--- src/rtl/poly_voice_mixer.sv ---
// Polyphonic voice mixer: per-frame snapshot of voices, serial gain multiply-accumulate, scaled output handshake.
// Optional MIXER_SATURATE_EN clamps the output (and reports clip_out); default build wraps to OUT_WIDTH bits.
module poly_voice_mixer #(
    parameter int NUM_VOICES   = 8,
    parameter int SAMPLE_WIDTH = 16,
    parameter int GAIN_WIDTH   = 8,
    parameter int OUT_WIDTH    = 16
) (
    input  logic                                 clk_in,
    input  logic                                 rst_in,
    input  logic                                 sample_trig_in,
    input  logic [NUM_VOICES-1:0]                voice_on_in,
    input  logic [NUM_VOICES*SAMPLE_WIDTH-1:0]   voice_samples_in,
    input  logic [NUM_VOICES*GAIN_WIDTH-1:0]     voice_gain_in,
    input  logic [$clog2(NUM_VOICES):0]          master_shift_in,
    output logic signed [OUT_WIDTH-1:0]          mix_out,
    output logic                                 mix_valid_out,
    input  logic                                 mix_ready_in,
    output logic [$clog2(NUM_VOICES+1)-1:0]      active_count_out,
    output logic                                 busy_out,
    output logic                                 overrun_out,
    output logic                                 clip_out
);

    localparam int IDX_W  = $clog2(NUM_VOICES);
    localparam int SH_W   = IDX_W + 1;
    localparam int CNT_W  = $clog2(NUM_VOICES + 1);
    localparam int PROD_W = SAMPLE_WIDTH + GAIN_WIDTH + 1;
    localparam int ACC_W  = SAMPLE_WIDTH + GAIN_WIDTH + IDX_W + 1;
    localparam logic [IDX_W-1:0] LAST_IDX = IDX_W'(NUM_VOICES - 1);

    typedef enum logic [1:0] {
        IDLE   = 2'd0,
        ACCUM  = 2'd1,
        OUTPUT = 2'd2,
        HOLD   = 2'd3
    } state_t;

    state_t                            state_q;
    logic [NUM_VOICES-1:0]             on_q;
    logic [NUM_VOICES*SAMPLE_WIDTH-1:0] samples_q;
    logic [NUM_VOICES*GAIN_WIDTH-1:0]  gain_q;
    logic [SH_W-1:0]                   shift_q;
    logic signed [ACC_W-1:0]           acc_q;
    logic [IDX_W-1:0]                  idx_q;
    logic signed [OUT_WIDTH-1:0]       mix_q;
    logic                              valid_q;
    logic [CNT_W-1:0]                  count_q;
    logic                              overrun_q;

    logic signed [PROD_W-1:0]          sample_ext;
    logic signed [PROD_W-1:0]          gain_ext;
    logic signed [PROD_W-1:0]          product;
    logic signed [ACC_W-1:0]           addend;
    logic signed [ACC_W-1:0]           acc_d;
    logic signed [ACC_W-1:0]           shifted;
    logic signed [OUT_WIDTH-1:0]       mix_d;
    logic [CNT_W-1:0]                  count_d;
    logic                              clip_d;

    // One multiply per cycle: the gain is zero-extended so the product is always signed-correct.
    always_comb begin
        sample_ext = PROD_W'($signed(samples_q[int'(idx_q)*SAMPLE_WIDTH +: SAMPLE_WIDTH]));
        gain_ext   = PROD_W'({1'b0, gain_q[int'(idx_q)*GAIN_WIDTH +: GAIN_WIDTH]});
        product    = sample_ext * gain_ext;
        addend     = on_q[idx_q] ? ACC_W'(product) : '0;
        acc_d      = acc_q + addend;
    end

`ifdef MIXER_SATURATE_EN
    localparam logic signed [ACC_W-1:0] SAT_MAX = ACC_W'((2 ** (OUT_WIDTH - 1)) - 1);
    localparam logic signed [ACC_W-1:0] SAT_MIN = ACC_W'(-(2 ** (OUT_WIDTH - 1)));

    always_comb begin
        shifted = acc_q >>> (GAIN_WIDTH + int'(shift_q));
        clip_d  = 1'b0;
        mix_d   = OUT_WIDTH'(shifted);
        if (shifted > SAT_MAX) begin
            mix_d  = {1'b0, {(OUT_WIDTH-1){1'b1}}};
            clip_d = 1'b1;
        end else if (shifted < SAT_MIN) begin
            mix_d  = {1'b1, {(OUT_WIDTH-1){1'b0}}};
            clip_d = 1'b1;
        end
    end
`else
    always_comb begin
        shifted = acc_q >>> (GAIN_WIDTH + int'(shift_q));
        mix_d   = OUT_WIDTH'(shifted);
        clip_d  = 1'b0;
    end
`endif

    always_comb begin
        count_d = '0;
        for (int i = 0; i < NUM_VOICES; i++) begin
            count_d = count_d + CNT_W'(voice_on_in[i]);
        end
    end

    // Frame sequencer. A trigger is only honoured from IDLE or in the same cycle a HOLD frame is consumed.
    always_ff @(posedge clk_in or posedge rst_in) begin
        if (rst_in) begin
            state_q   <= IDLE;
            on_q      <= '0;
            samples_q <= '0;
            gain_q    <= '0;
            shift_q   <= '0;
            acc_q     <= '0;
            idx_q     <= '0;
            mix_q     <= '0;
            valid_q   <= 1'b0;
            count_q   <= '0;
            overrun_q <= 1'b0;
        end else begin
            case (state_q)
                IDLE: begin
                    if (sample_trig_in) begin
                        on_q      <= voice_on_in;
                        samples_q <= voice_samples_in;
                        gain_q    <= voice_gain_in;
                        shift_q   <= master_shift_in;
                        count_q   <= count_d;
                        acc_q     <= '0;
                        idx_q     <= '0;
                        state_q   <= ACCUM;
                    end
                end
                ACCUM: begin
                    if (sample_trig_in) overrun_q <= 1'b1;
                    acc_q <= acc_d;
                    if (idx_q == LAST_IDX) begin
                        state_q <= OUTPUT;
                    end else begin
                        idx_q <= idx_q + 1'b1;
                    end
                end
                OUTPUT: begin
                    if (sample_trig_in) overrun_q <= 1'b1;
                    mix_q   <= mix_d;
                    valid_q <= 1'b1;
                    state_q <= HOLD;
                end
                HOLD: begin
                    if (mix_ready_in) begin
                        valid_q <= 1'b0;
                        if (sample_trig_in) begin
                            on_q      <= voice_on_in;
                            samples_q <= voice_samples_in;
                            gain_q    <= voice_gain_in;
                            shift_q   <= master_shift_in;
                            count_q   <= count_d;
                            acc_q     <= '0;
                            idx_q     <= '0;
                            state_q   <= ACCUM;
                        end else begin
                            state_q <= IDLE;
                        end
                    end else if (sample_trig_in) begin
                        overrun_q <= 1'b1;
                    end
                end
                default: state_q <= IDLE;
            endcase
        end
    end

`ifdef MIXER_SATURATE_EN
    logic clip_q;

    always_ff @(posedge clk_in or posedge rst_in) begin
        if (rst_in) begin
            clip_q <= 1'b0;
        end else if (state_q == OUTPUT) begin
            clip_q <= clip_d;
        end
    end

    assign clip_out = clip_q;
`else
    assign clip_out = clip_d;
`endif

    assign mix_out          = mix_q;
    assign mix_valid_out    = valid_q;
    assign active_count_out = count_q;
    assign busy_out         = (state_q != IDLE);
    assign overrun_out      = overrun_q;

endmodule

--- config.mk ---
export PLATFORM = sky130hd
export DESIGN_NAME = poly_voice_mixer
export DESIGN_NICKNAME = d
export VERILOG_FILES = /design/src/rtl/poly_voice_mixer.sv
export SDC_FILE = /design/constraint.sdc
export NUM_CORES = 1
export LEC_CHECK = 0
export CAP_MARGIN = 20
export CORE_MARGIN = 5
export CORE_UTILIZATION = 61
export DETAILED_ROUTE_END_ITERATION = 7
export GPL_ROUTABILITY_DRIVEN = 0
export GPL_TIMING_DRIVEN = 1
export MAX_ROUTING_LAYER = met4
export PLACE_DENSITY = 0.85
export SLEW_MARGIN = 5
export SYNTH_ARGS = -nofsm -noshare
export SYNTH_HDL_FRONTEND = slang
export SYNTH_SLANG_ARGS = --single-unit
--- constraint.sdc ---
create_clock -name clk_in -period 24.1 [get_ports clk_in]
set_clock_uncertainty 0.2 [all_clocks]
set_input_delay 3.615 -clock clk_in [delete_from_list [all_inputs] [get_ports clk_in]]
set_output_delay 3.615 -clock clk_in [all_outputs]
set_load 0.005 [all_outputs]
---- Yosys cells after proc, flatten, opt, wreduce, memory -nomap -nowiden ----
Index checks and enable logic that the tools add are counted.
word-level totals
  word-level logic and storage cells ...... 83
  register bits after elaboration ......... 259
operators by class
  muxes and demuxes ....................... 35
  eq/ne operators ......................... 9
  multiply operators ...................... 1
  reduce and logical (&&, ||, !) cells .... 13
  magnitude comparators ................... 1
  shifts and indexed selects .............. 3
  add/sub/neg operators ................... 10
operator list
  kind                                          number
  two-way mux 128 bit                           2
  case mux 128 bit (2 select lines)             1
  two-way mux 64 bit                            2
  case mux 64 bit (2 select lines)              1
  indexed part select 128 x 8 -> 16 bit         1
  two-way mux 28 bit                            3
  case mux 28 bit (3 select lines)              1
  indexed part select 64 x 7 -> 8 bit           1
  adder 28 bit                                  1
  >>> shifter 28 x 5 -> 16 bit                  1
  multiplier 16 x 9 -> 25 bit                   1
  adder 4 x 1 -> 4 bit                          4
  two-way mux 4 bit                             4
  two-way mux 8 bit                             2
  case mux 4 bit (2 select lines)               2
  case mux 8 bit (2 select lines)               1
  inequality test 2 bit, second input constant  5
  two-way mux 3 bit                             3
  case mux 3 bit (3 select lines)               1
  case mux 2 bit (4 select lines)               1
  AND reduction 2 bit                           4
  nonzero test 2 bit                            4
  two-way mux 2 bit                             3
  AND reduction 3 bit                           2
  other kinds (15)                              21

---- Longest topological paths before layout ----
  depth in word-level cells ............... 10
  mapped depth ............................ 36
  mapped depth without buffers ............ 33

---- Worst setup path before layout ----
No wires, ideal clock.
  kind .................................... register -> register
  start ................................... reg idx_q[0]
  end ..................................... reg acc_q[27]
  library setup time ...................... 128 ps
  period minus slack after synthesis ...... 8,744 ps
  slack ................................... 15,356 ps
  arrival ................................. 8,416 ps
  path buffers ............................ 3
  stages on the path, launching flop included .. 36
  cell sequence ........................... dfrtp_1 -> buf_6 -> buf_2 -> buf_1 -> mux4_2 -> mux2i_1 -> inv_1 -> nand2_1 -> fa_1 -> inv_1 -> fa_1 -> ha_1 -> inv_1 -> fa_1 -> inv_1 -> ha_1 -> a21o_1 -> a21o_1 -> a2111oi_2 -> o31ai_1 -> o41a_1 -> a311o_1 -> a21oi_1 -> o21bai_1 -> xnor2_1 -> nor2_1 -> ha_1 -> a21o_1 -> a21o_1 -> nor3b_1 -> a211oi_1 -> o32a_1 -> o41a_1 -> xnor2_1 -> a21oi_1 -> o22ai_1
on the way
  cells in the longest elaborated chain, start to end .. 5
  elaborated cells on any way between the ends .. 8
  classes of those cells .................. 1 x add/sub; 1 x mul; 2 x shift; 4 x mux
ends and longest elaborated chain
  item                                                              line    text
  start, declared                                                   45      logic [IDX_W-1:0] idx_q;
  start signal, assigned                                            135     idx_q <= idx_q + 1'b1;
  indexed part select 128 x 8 -> 16 bit (tied with other cells)     63      sample_ext = PROD_W'($signed(samples_q[int'(idx_q)*SAMPLE_WIDTH +: SAMPLE_WIDTH]));
  multiplier 16 x 9 -> 25 bit or two-way mux 1 bit (tied branches)  65, 66
  two-way mux 28 bit (*)                                            66      addend = on_q[idx_q] ? ACC_W'(product) : '0;
  adder 28 bit (*)                                                  67      acc_d = acc_q + addend;
  case mux 28 bit (3 select lines) (*)                              116     case (state_q)
  end signal, assigned                                              109     acc_q <= '0;
  end signal, assigned                                              124     acc_q <= '0;
  end signal, assigned                                              131     acc_q <= acc_d;
  end, declared                                                     44      logic signed [ACC_W-1:0] acc_q;
Every way passes the cells marked *; elsewhere a longest branch is shown, timed or not. The select of a mux whose other input is x is not followed.
A chain may end at the register's enable or synchronous reset.

---- Worst setup path in the final report ----
Ends and elaborated chain as after synthesis.

==> flow_metrics.py <==
metrics = {
    "global_routing": {
        "antenna_found_initial": 3,
        "grt_pass1_vias": 13954,
        "grt_max_degree": 116,
        "grt_usage": 0.279,
        "grt_pass1_wl_um": 73100,
        "grt-ovfl-total": 0,
    },
    "timing": {
        "setup-violations-final": 0,
        "max_freq_mhz": 104,
        "rsz0062_at_grt": "false",
        "tns_ns": 0,
        "slew_headroom": 0.259,
        "finalWorstSetupSlack_ns": 14.45,
        "finalCriticalPeriod_ns": 9.65,
        "finalCritPeriodShare": 0.400,
        "tightest_slew_ns": 1.11,
        "hold_violations": 0,
        "finalMaxSlewViolations": 0,
    },
    "floorplanning": {
        "io_pins": 232,
        "core_area_sq_um": 28900,
        "initial_core_util": 0.621,
        "die_h_um": 182,
        "row_count": 62,
        "die-area_sq_um": 33000,
        "fp.dieW_um": 182,
    },
    "clocking": {
        "post_cts_buffers": 0,
        "cts_hold_buf": 0,
        "cts-root-buf": "clkbuf_16",
        "cts_tree": "done",
        "htree_levels": 1,
        "path_clk_slew_ns": 0.06,
        "cts_made_buffers": 28,
        "cts_resized": 0,
        "cts.sinks": 259,
        "clkLatencyLatePin_ns": 0.59,
        "cts.path.max_buffers": 3,
    },
    "place": {
        "dp_hpwl_um": 32600,
        "port_buffers": 230,
        "dp.cells": 2157,
        "dp_slack_ns": 14.56,
        "place_area_sq_um": 20600,
    },
    "worst_setup_path": {
        "max_stage_delay_ns": 0.65,
        "worstPathMaxFanout": 35,
        "setup.worst_path.end_class": "flip-flop",
        "critPathSlowestCell": "dfrtp_4",
        "crit_required_ns": 24.38,
        "path_class": "flip-flop to flip-flop",
        "arrival_ns": 9.93,
        "start_kind": "flip-flop",
    },
    "detailed_routing": {
        "dr_total_vias": 12832,
        "detail-route-antenna-nets": 0,
        "wl_per_cell_um": 20.2,
        "drc": 0,
        "first_pass_iters": 7,
        "drtIter0Drc": 805,
        "avgViaCountPerCell": 5.80,
        "wirelength_um": 44600,
    },
    "synthesis": {
        "synth_compound_area_frac": 0.0790,
        "syn_inst": 1601,
        "synth_edf_count": 0,
        "ys_seq_elements": 259,
        "yosys_warnings": 0,
        "async_reset_ff_frac": 1.00,
        "synth_xor_area_frac": 0.0210,
        "synth.net_count": 2002,
        "synth_top_family_by_area": "multiplexers",
        "synth_cell_type_count": 61,
        "synthAdderAreaFrac": 0.179,
        "avgSynthCellArea_sq_um": 11.2,
        "muxShareOfSynthArea": 0.230,
        "synthSimpleGateAreaFrac": 0.0718,
        "ys.flop_type": "dfrtp_1",
        "syn_area_sq_um": 18000,
        "yosysSeqAreaShare": 0.361,
    },
    "status": {
        "run_status": "complete, no violations",
    },
    "finish": {
        "nFillCells": 1767,
        "stdcell_count": 2211,
        "areaGrowthSynthToFinish_pct": 20.1,
        "seq_area_sq_um": 6490,
        "final_area_sq_um": 21600,
        "multi_input_area_sq_um": 10500,
        "final_nets": 2204,
        "drive_above_1_share": 0.192,
    },
    "worst_hold_path": {
        "hold_class": "flip-flop to flip-flop",
    },
    "run": {
        "max_cap_violations": 0,
    },
}
-- layer usage --
layer	wire length, um	track usage
met1	17600	0.341
met2	22800	0.473
met3	3180	0.0666
met4	1110	0.0657
met5	0	-
-- logic make-up (layout without fill, tap and decap cells) --
family / count (synthesis) / count (layout)
flip-flops: 259 / 259
multiplexers: 313 / 313
adder cells (fa/ha/maj): 193 / 193
other: 1 / 4
buffers and inverters: 275 / 498
AND/OR/NAND/NOR: 300 / 300
XOR/XNOR: 43 / 43
AO/OA/AOI/OAI: 217 / 217
-- synthesized netlist by cell type (34+ instances only) --
library cell,number,share of area
a21oi_1,45,0.013
clkbuf_1,54,0.011
dfrtp_1,259,0.36
fa_1,107,0.12
ha_1,86,0.060
inv_1,202,0.042
mux2_2,221,0.14
mux2i_1,34,0.019
mux4_2,57,0.071
nand2_1,113,0.024
nor2_1,123,0.026
o21ai_0,58,0.016
-- state kept, by name, summed over array words and instances, names as in the netlist --
signal / cells
gain_q: 64
acc_q: 28
idx_q: 3
on_q: 8
mix_out: 16
mix_valid_out: 1
active_count_out: 4
shift_q: 4
samples_q: 128
overrun_out: 1
state_q: 2
-- final timing paths --
check,depth (start not counted),slack (ns),start,end
worst max-delay path,33,14.45,idx_q[0],acc_q[27]
worst min-delay path,1,0.28,overrun_out,overrun_out
worst max register to register,33,14.45,idx_q[0],acc_q[27]
worst min register to register,1,0.28,overrun_out,overrun_out
max in group asynchronous,3,18.72,rst_in,idx_q[0]
min in group asynchronous,2,3.40,rst_in,gain_q[16]
-- stage by stage --
step,util,hold WS (ns)
global route,0.746,0.310
detailed placement,0.712,0.273
floorplan,-,0.245
CTS,0.746,0.286
global placement,0.712,0.261
finish,0.746,0.280
-- area by class of cell --
type                            count  share of cell area
Clock buffer                       42              0.0381
Clock inverter                      9             0.00719
Timing Repair Buffer              244               0.112
Inverter                          203              0.0357
Tap cell                          384              0.0223
Antenna cell                        3            0.000348
Sequential cell                   259               0.301
Multi-Input combinational cell   1067               0.484
-- critical path, delay by kind of cell, from the launching register on --
kind,cells,cell delay (ns)
AO/OA/AOI/OAI,15,3.38
buffers and inverters,5,0.98
AND/OR/NAND/NOR,3,0.44
XOR/XNOR,2,0.38
multiplexers,2,1.18
adder cells (fa/ha/maj),6,2.31
flip-flops,1,0.65
-- cell usage in the layout (no fill, tap or decap), drive strengths merged, types with 9 or more instances in the layout --
master         count
nand2            113
dfrtp            259
nor2b             12
xor2              16
o211ai            11
a21o              29
buf               14
inv              204
a22o               9
mux4              57
xnor2             27
clkdlybuf4s50    230
nor3               9
a21oi             46
clkbuf            42
fa               107
o21ai             60
a211oi            13
mux2i             35
ha                86
nor2             123
mux2             221
Power is not shown: default switching activity piles up to over one toggle a cycle in this logic, so the estimate is an artifact.
